### src/rtl/uart_rx_gen.sv
// Parametrised UART receiver: majority-filtered input, runtime baud divisor,
// optional parity, 1/2 stop bits, break detection and a valid/ready output register.
module uart_rx_gen #(
    parameter int C_DATA_BITS = 8,
    parameter int C_PARITY    = 0,
    parameter int C_STOP_BITS = 1,
    parameter int C_DIV_W     = 12
) (
    input  logic                   CLK_100M,
    input  logic                   IO_RESET,
    input  logic [C_DIV_W-1:0]     UART_BIT_CNT,
    input  logic                   UART_RXD,
    output logic [C_DATA_BITS-1:0] UART_RX_DATA,
    output logic                   UART_RX_VALID,
    input  logic                   UART_RX_READY,
    output logic                   UART_RX_PERR,
    output logic                   UART_RX_FERR,
    output logic                   UART_RX_OVERRUN,
    output logic                   UART_RX_BREAK
);

    localparam int BIT_W = $clog2(C_DATA_BITS + 1);

    typedef enum logic [2:0] {IDLE, START, DATA, PARITY, STOP, BRK_WAIT} state_t;

    logic [1:0]             sync_q;
    logic [2:0]             filt_q;
    logic                   rxd;
    state_t                 state_q, state_d;
    logic [C_DIV_W-1:0]     cnt_q, cnt_d, div_q, div_d;
    logic [BIT_W-1:0]       bit_q, bit_d;
    logic [C_DATA_BITS-1:0] shift_q, shift_d;
    logic                   par_q, par_d, ferr_q, ferr_d;
    logic                   stop_q, stop_d, stop_hi_q, stop_hi_d;
    logic                   mid, bit_end, done, brk, frame_ferr, frame_perr;

    logic [C_DATA_BITS-1:0] data_q;
    logic                   valid_q, perr_q, ferr_out_q, ovr_q, brk_q;

    always_ff @(posedge CLK_100M or posedge IO_RESET) begin
        if (IO_RESET) begin
            sync_q <= '1;
            filt_q <= '1;
        end else begin
            sync_q <= {sync_q[0], UART_RXD};
            filt_q <= {filt_q[1:0], sync_q[1]};
        end
    end

    assign rxd     = (filt_q[0] & filt_q[1]) | (filt_q[0] & filt_q[2]) | (filt_q[1] & filt_q[2]);
    assign mid     = (cnt_q == (div_q >> 1));
    assign bit_end = (cnt_q == div_q);

    // Even parity flags an error when data^parity is 1; odd when it is 0.
    assign frame_perr = (C_PARITY != 0) && ((^shift_q ^ par_q) != (C_PARITY == 2));

    always_comb begin
        state_d    = state_q;
        cnt_d      = cnt_q;
        div_d      = div_q;
        bit_d      = bit_q;
        shift_d    = shift_q;
        par_d      = par_q;
        ferr_d     = ferr_q;
        stop_d     = stop_q;
        stop_hi_d  = stop_hi_q;
        done       = 1'b0;
        brk        = 1'b0;
        frame_ferr = 1'b0;
        if (state_q != IDLE && state_q != BRK_WAIT)
            cnt_d = bit_end ? '0 : cnt_q + 1'b1;
        case (state_q)
            IDLE: begin
                if (!rxd) begin
                    state_d   = START;
                    cnt_d     = '0;
                    div_d     = UART_BIT_CNT;
                    bit_d     = '0;
                    par_d     = 1'b0;
                    ferr_d    = 1'b0;
                    stop_d    = 1'b0;
                    stop_hi_d = 1'b0;
                end
            end
            START: begin
                if (mid && rxd)
                    state_d = IDLE;
                else if (bit_end)
                    state_d = DATA;
            end
            DATA: begin
                if (mid)
                    shift_d = {rxd, shift_q[C_DATA_BITS-1:1]};
                if (bit_end) begin
                    if (bit_q == BIT_W'(C_DATA_BITS - 1)) begin
                        bit_d   = '0;
                        state_d = (C_PARITY != 0) ? PARITY : STOP;
                    end else begin
                        bit_d = bit_q + 1'b1;
                    end
                end
            end
            PARITY: begin
                if (mid)
                    par_d = rxd;
                if (bit_end)
                    state_d = STOP;
            end
            STOP: begin
                // Complete at mid of the last stop bit so the next start edge is caught.
                if (mid) begin
                    if (stop_q == 1'(C_STOP_BITS - 1)) begin
                        done       = 1'b1;
                        frame_ferr = ferr_q | ~rxd;
                        brk        = (shift_q == '0) && ((C_PARITY == 0) || !par_q) && !stop_hi_q && !rxd;
                        state_d    = brk ? BRK_WAIT : IDLE;
                    end else begin
                        ferr_d    = ferr_q | ~rxd;
                        stop_hi_d = stop_hi_q | rxd;
                    end
                end else if (bit_end) begin
                    stop_d = 1'b1;
                end
            end
            BRK_WAIT: begin
                if (rxd)
                    state_d = IDLE;
            end
            default: state_d = IDLE;
        endcase
    end

    always_ff @(posedge CLK_100M or posedge IO_RESET) begin
        if (IO_RESET) begin
            state_q   <= IDLE;
            cnt_q     <= '0;
            div_q     <= '0;
            bit_q     <= '0;
            shift_q   <= '0;
            par_q     <= 1'b0;
            ferr_q    <= 1'b0;
            stop_q    <= 1'b0;
            stop_hi_q <= 1'b0;
        end else begin
            state_q   <= state_d;
            cnt_q     <= cnt_d;
            div_q     <= div_d;
            bit_q     <= bit_d;
            shift_q   <= shift_d;
            par_q     <= par_d;
            ferr_q    <= ferr_d;
            stop_q    <= stop_d;
            stop_hi_q <= stop_hi_d;
        end
    end

    always_ff @(posedge CLK_100M or posedge IO_RESET) begin
        if (IO_RESET) begin
            data_q     <= '0;
            valid_q    <= 1'b0;
            perr_q     <= 1'b0;
            ferr_out_q <= 1'b0;
            ovr_q      <= 1'b0;
            brk_q      <= 1'b0;
        end else begin
            ovr_q <= 1'b0;
            brk_q <= 1'b0;
            if (done && brk) begin
                brk_q <= 1'b1;
            end else if (done && (!valid_q || UART_RX_READY)) begin
                data_q     <= shift_q;
                perr_q     <= frame_perr;
                ferr_out_q <= frame_ferr;
                valid_q    <= 1'b1;
            end else if (done) begin
                ovr_q <= 1'b1;
            end else if (valid_q && UART_RX_READY) begin
                valid_q <= 1'b0;
            end
        end
    end

    assign UART_RX_DATA    = data_q;
    assign UART_RX_VALID   = valid_q;
    assign UART_RX_PERR    = perr_q;
    assign UART_RX_FERR    = ferr_out_q;
    assign UART_RX_OVERRUN = ovr_q;
    assign UART_RX_BREAK   = brk_q;

endmodule

### config.mk
export PLATFORM = sky130hd
export DESIGN_NAME = uart_rx_gen
export DESIGN_NICKNAME = d
export VERILOG_FILES = /design/src/rtl/uart_rx_gen.sv
export SDC_FILE = /design/constraint.sdc
export NUM_CORES = 1
export LEC_CHECK = 0
export ABC_AREA = 1
export CAP_MARGIN = 25
export CORE_UTILIZATION = 45
export CTS_CLUSTER_DIAMETER = 40
export DETAILED_ROUTE_END_ITERATION = 12
export PLACE_DENSITY = 0.61
export SETUP_SLACK_MARGIN = 0.15
export SKIP_LAST_GASP = 1
export SLEW_MARGIN = 0
export SYNTH_ARGS = -nofsm -noshare
export SYNTH_HDL_FRONTEND = slang
export SYNTH_SLANG_ARGS = --single-unit
### constraint.sdc
create_clock -name CLK_100M -period 3.1 [get_ports CLK_100M]
set_input_delay 0.31 -clock CLK_100M [delete_from_list [all_inputs] [get_ports CLK_100M]]
set_output_delay 0.31 -clock CLK_100M [all_outputs]
set_load 0.01 [all_outputs]
==> flow_metrics.env <==
export IMPL_post_cts_setup_buffers=0
export IMPL_drv_slew=0
export IMPL_dr_pass1_iters=4
export IMPL_synth_compound_area_share_pct=6.18
export IMPL_track_usage_pct=19.6
export IMPL_nFillCells=634
export IMPL_cap_viol_max_count=0
export IMPL_grt_pass1_wl_mm=11.0
export IMPL_dp_slack_ns=1.09
export IMPL_numPortBuffers=27
export IMPL_synth_top_cell_area_share_pct=43.3
export IMPL_syn_area_per_cell_um2=7.99
export IMPL_p_leak_nw=1.78
export IMPL_synth_top_family_by_area="simple AND/OR/NAND/NOR gates"
export IMPL_layout_drive_gt1_share_pct=13.8
export IMPL_min_period_ns=1.98
export IMPL_yosys_area_top_type="dfrtp_1"
export IMPL_drc=0
export IMPL_fin_nets=440
export IMPL_crit_chain="o21a_1, a21oi_2, inv_2, nor2_4, inv_1, o21ai_4, nor2_1"
export IMPL_clk_pin_slew_ns=0.07
export IMPL_synth_cells=390
export IMPL_antenna_found_initial=0
export IMPL_die_width_um=85.2
export IMPL_critPathLaunchType="flop"
export IMPL_endpoint_kind="flop"
export IMPL_dieHeight_um=85.2
export IMPL_synth_common_cells="nand2_1 (124), dfrtp_1 (54), inv_1 (35), nor2_1 (33), nand3_1 (32)"
export IMPL_grt_setup_unrepaired="no"
export IMPL_dp_cells=488
export IMPL_rows=29
export IMPL_r2r_start="filt_q[1]$_DFF_PP1_"
export IMPL_h_tree_depth=3
export IMPL_critPathKind="flop to flop"
export IMPL_power_mw=2.64
export IMPL_dp_hpwl_mm=4.55
export IMPL_ant_nets=0
export IMPL_fp_dieArea_um2=7270
export IMPL_clockBufferDepth=2
export IMPL_synth_cell_types=35
export IMPL_tightest_slew_ns=0.519
export IMPL_io_pins=29
export IMPL_synth_warnings=0
export IMPL_hold_path_class="primary input to asynchronous set/reset pin"
export IMPL_layout_setup_ws_ns=1.12
export IMPL_synth_edf_count=0
export IMPL_clock_fmax_ghz=0.506
export IMPL_fin_tns_setup_ns=0
export IMPL_r2r_slack_ns=1.12
export IMPL_cts_made_buffers=9
export IMPL_max_slew_margin_pct=65.3
export IMPL_synth_nets=408
export IMPL_clk_insertion_delay_late_ns=0.33
export IMPL_required_ns=3.31
export IMPL_finalWeightedCongestion=0.793
export IMPL_post_synth_instance_area_um2=3120
export IMPL_vias=2502
export IMPL_worstPathArrival_ns=2.18
export IMPL_placed_area_um2=3470
export IMPL_synth_flop_cell="dfrtp_1"
export IMPL_ctsResizeCount=0
export IMPL_ir_drop_uv=413
export IMPL_overflow=0
export IMPL_crit_buf_inv=2
export IMPL_fin_crit_sh_pct=63.8
export IMPL_core_area_um2=6530
export IMPL_wl_per_cell_um=12.4
export IMPL_cpLargestDelayFamily="compound AO/OA/AOI/OAI gates"
export IMPL_grt_max_degree=60
export IMPL_cts_sinks=59
export IMPL_hold_buffers=0
export IMPL_cpMaxStageDelayCell="nor2_4"
export IMPL_start_util_pct=47.7
export IMPL_clockRootBuffer="clkbuf_8"
export IMPL_synth_adder_area_share_pct=0.803
export IMPL_synth_xor_area_share_pct=4.78
export IMPL_fin_skew_ns=0.00956
export IMPL_synth_seq_area_share_pct=47.6
export IMPL_fin_area_um2=3660
export IMPL_muxShareOfSynthArea_pct=0
export IMPL_rr_endpoint="cnt_q[8]$_DFF_PP0_"
export IMPL_cts_tree="built"
export IMPL_worst_path_max_fanout=27
export IMPL_drt_iter0_markers=119
export IMPL_synth_most_common_cell="nand2_1"
export IMPL_synth_seq_cells=59
export IMPL_netlist_top_cells_area="dfrtp_1 (43%), nand2_1 (15%), nand3_1 (5.1%)"
export IMPL_syn_to_final_growth_pct=17.5
export IMPL_reg2reg_depth=7
export IMPL_hold_violations=0
export IMPL_synth_simple_gate_area_share_pct=33.5
export IMPL_async_reset_ff_share_pct=100
export IMPL_max_stage_delay_ns=0.43
export IMPL_outcome="completed"
export IMPL_p_per_area_nw_per_um2=719
export IMPL_setup_viol=0
export IMPL_first_global_vias=2392
export IMPL_routed_wl_mm=6.21
export IMPL_antenna_cells=0
export IMPL_final_cells=503
export IMPL_viasPerCell=4.97
[registers in the layout (all words and copies together) (netlist names)]
signal           cells
stop_hi_q            1
bit_q                4
UART_RX_FERR         1
UART_RX_VALID        1
shift_q              8
UART_RX_BREAK        1
state_q              3
div_q               12
stop_q               1
UART_RX_OVERRUN      1
cnt_q               12
sync_q               2
UART_RX_DATA         8
ferr_q               1
filt_q               3
[cells in the final DEF, fill, tap and decap left out, types with 2 or more instances in the layout]
cell	Yosys	final
inv_1	35	34
nor3_2	2	2
nor2_1	33	33
nand3_1	32	32
nor3_1	10	10
a21oi_1	5	5
nand2_4	3	3
inv_2	11	12
nor3_4	2	2
a22oi_1	2	2
nand4_1	4	4
xnor2_1	8	8
o21ai_0	15	15
xor2_1	9	9
a21oi_2	2	2
nor2_4	5	5
dfrtp_1	54	54
o21ai_1	4	4
nand2_1	124	124
nand2_2	4	4
clkbuf_8	0	14
clkdlybuf4s50_1	0	27
ha_1	2	2
or2_2	2	2
dfstp_2	5	5
[cells by family after synthesis]
kind of cell / after synthesis
fa+ha+maj: 2
xor+xnor: 17
flops: 59
buf+inv: 54
simple gates: 225
other cells: 1
compound gates: 32
[per-layer routing]
metal | up-vias | routed length [um] | GRT usage [%]
li1 | 1289 | - | -
met1 | 1163 | 3300 | 27.5
met2 | 48 | 2650 | 29.1
met3 | 2 | 214 | 5.54
met4 | 0 | 43 | 6.47
met5 | - | 0 | 0
[how the worst max path moves through the flow]
stage,from,to,cells after the start
2_1_floorplan,IO_RESET,UART_RX_BREAK$_DFF_PP0_,1
3_3_place_gp,filt_q[1]$_DFF_PP1_,cnt_q[8]$_DFF_PP0_,7
3_5_place_dp,filt_q[1]$_DFF_PP1_,cnt_q[8]$_DFF_PP0_,7
4_1_cts,filt_q[1]$_DFF_PP1_,cnt_q[8]$_DFF_PP0_,7
5_1_grt,filt_q[1]$_DFF_PP1_,bit_q[3]$_DFFE_PP0P_,8
6_report,filt_q[1]$_DFF_PP1_,cnt_q[8]$_DFF_PP0_,7
[worst register-to-register path: stages, from the launching register on]
cell and delay, ns:
dfstp_2 0.38, o21a_1 0.19, a21oi_2 0.22, inv_2 0.13
nor2_4 0.43, inv_1 0.23, o21ai_4 0.19, nor2_1 0.10
[cell type report]
class / instances / area, um2 / share of cell area (%)
Sequential cell: 59 / 1480 / 40.5
Multi-Input combinational cell: 277 / 1420 / 38.6
Timing Repair Buffer: 28 / 290 / 7.92
Clock buffer: 14 / 193 / 5.26
Inverter: 47 / 181 / 4.95
Tap cell: 77 / 96.3 / 2.63
Clock inverter: 1 / 5.00 / 0.137
[report_power, final]
| part | leakage (nW) | internal [mW] | switching (mW) | total, mW |
|---|---|---|---|---|
| clock | 0.105 | 0.394 | 0.287 | 0.681 |
| sequential | 0.780 | 0.916 | 0.162 | 1.08 |
| combinational | 0.897 | 0.321 | 0.556 | 0.877 |
| total | 1.78 | 1.63 | 1.01 | 2.64 |
[stage by stage]
stage	util [%]	hold WS, ns
2_1_floorplan	-	0.314
3_3_place_gp	53.1	0.347
3_5_place_dp	53.1	0.348
4_1_cts	56.1	0.351
5_1_grt	56.1	0.363
6_report	56.1	0.356
Power figures use the tool's default switching activity.
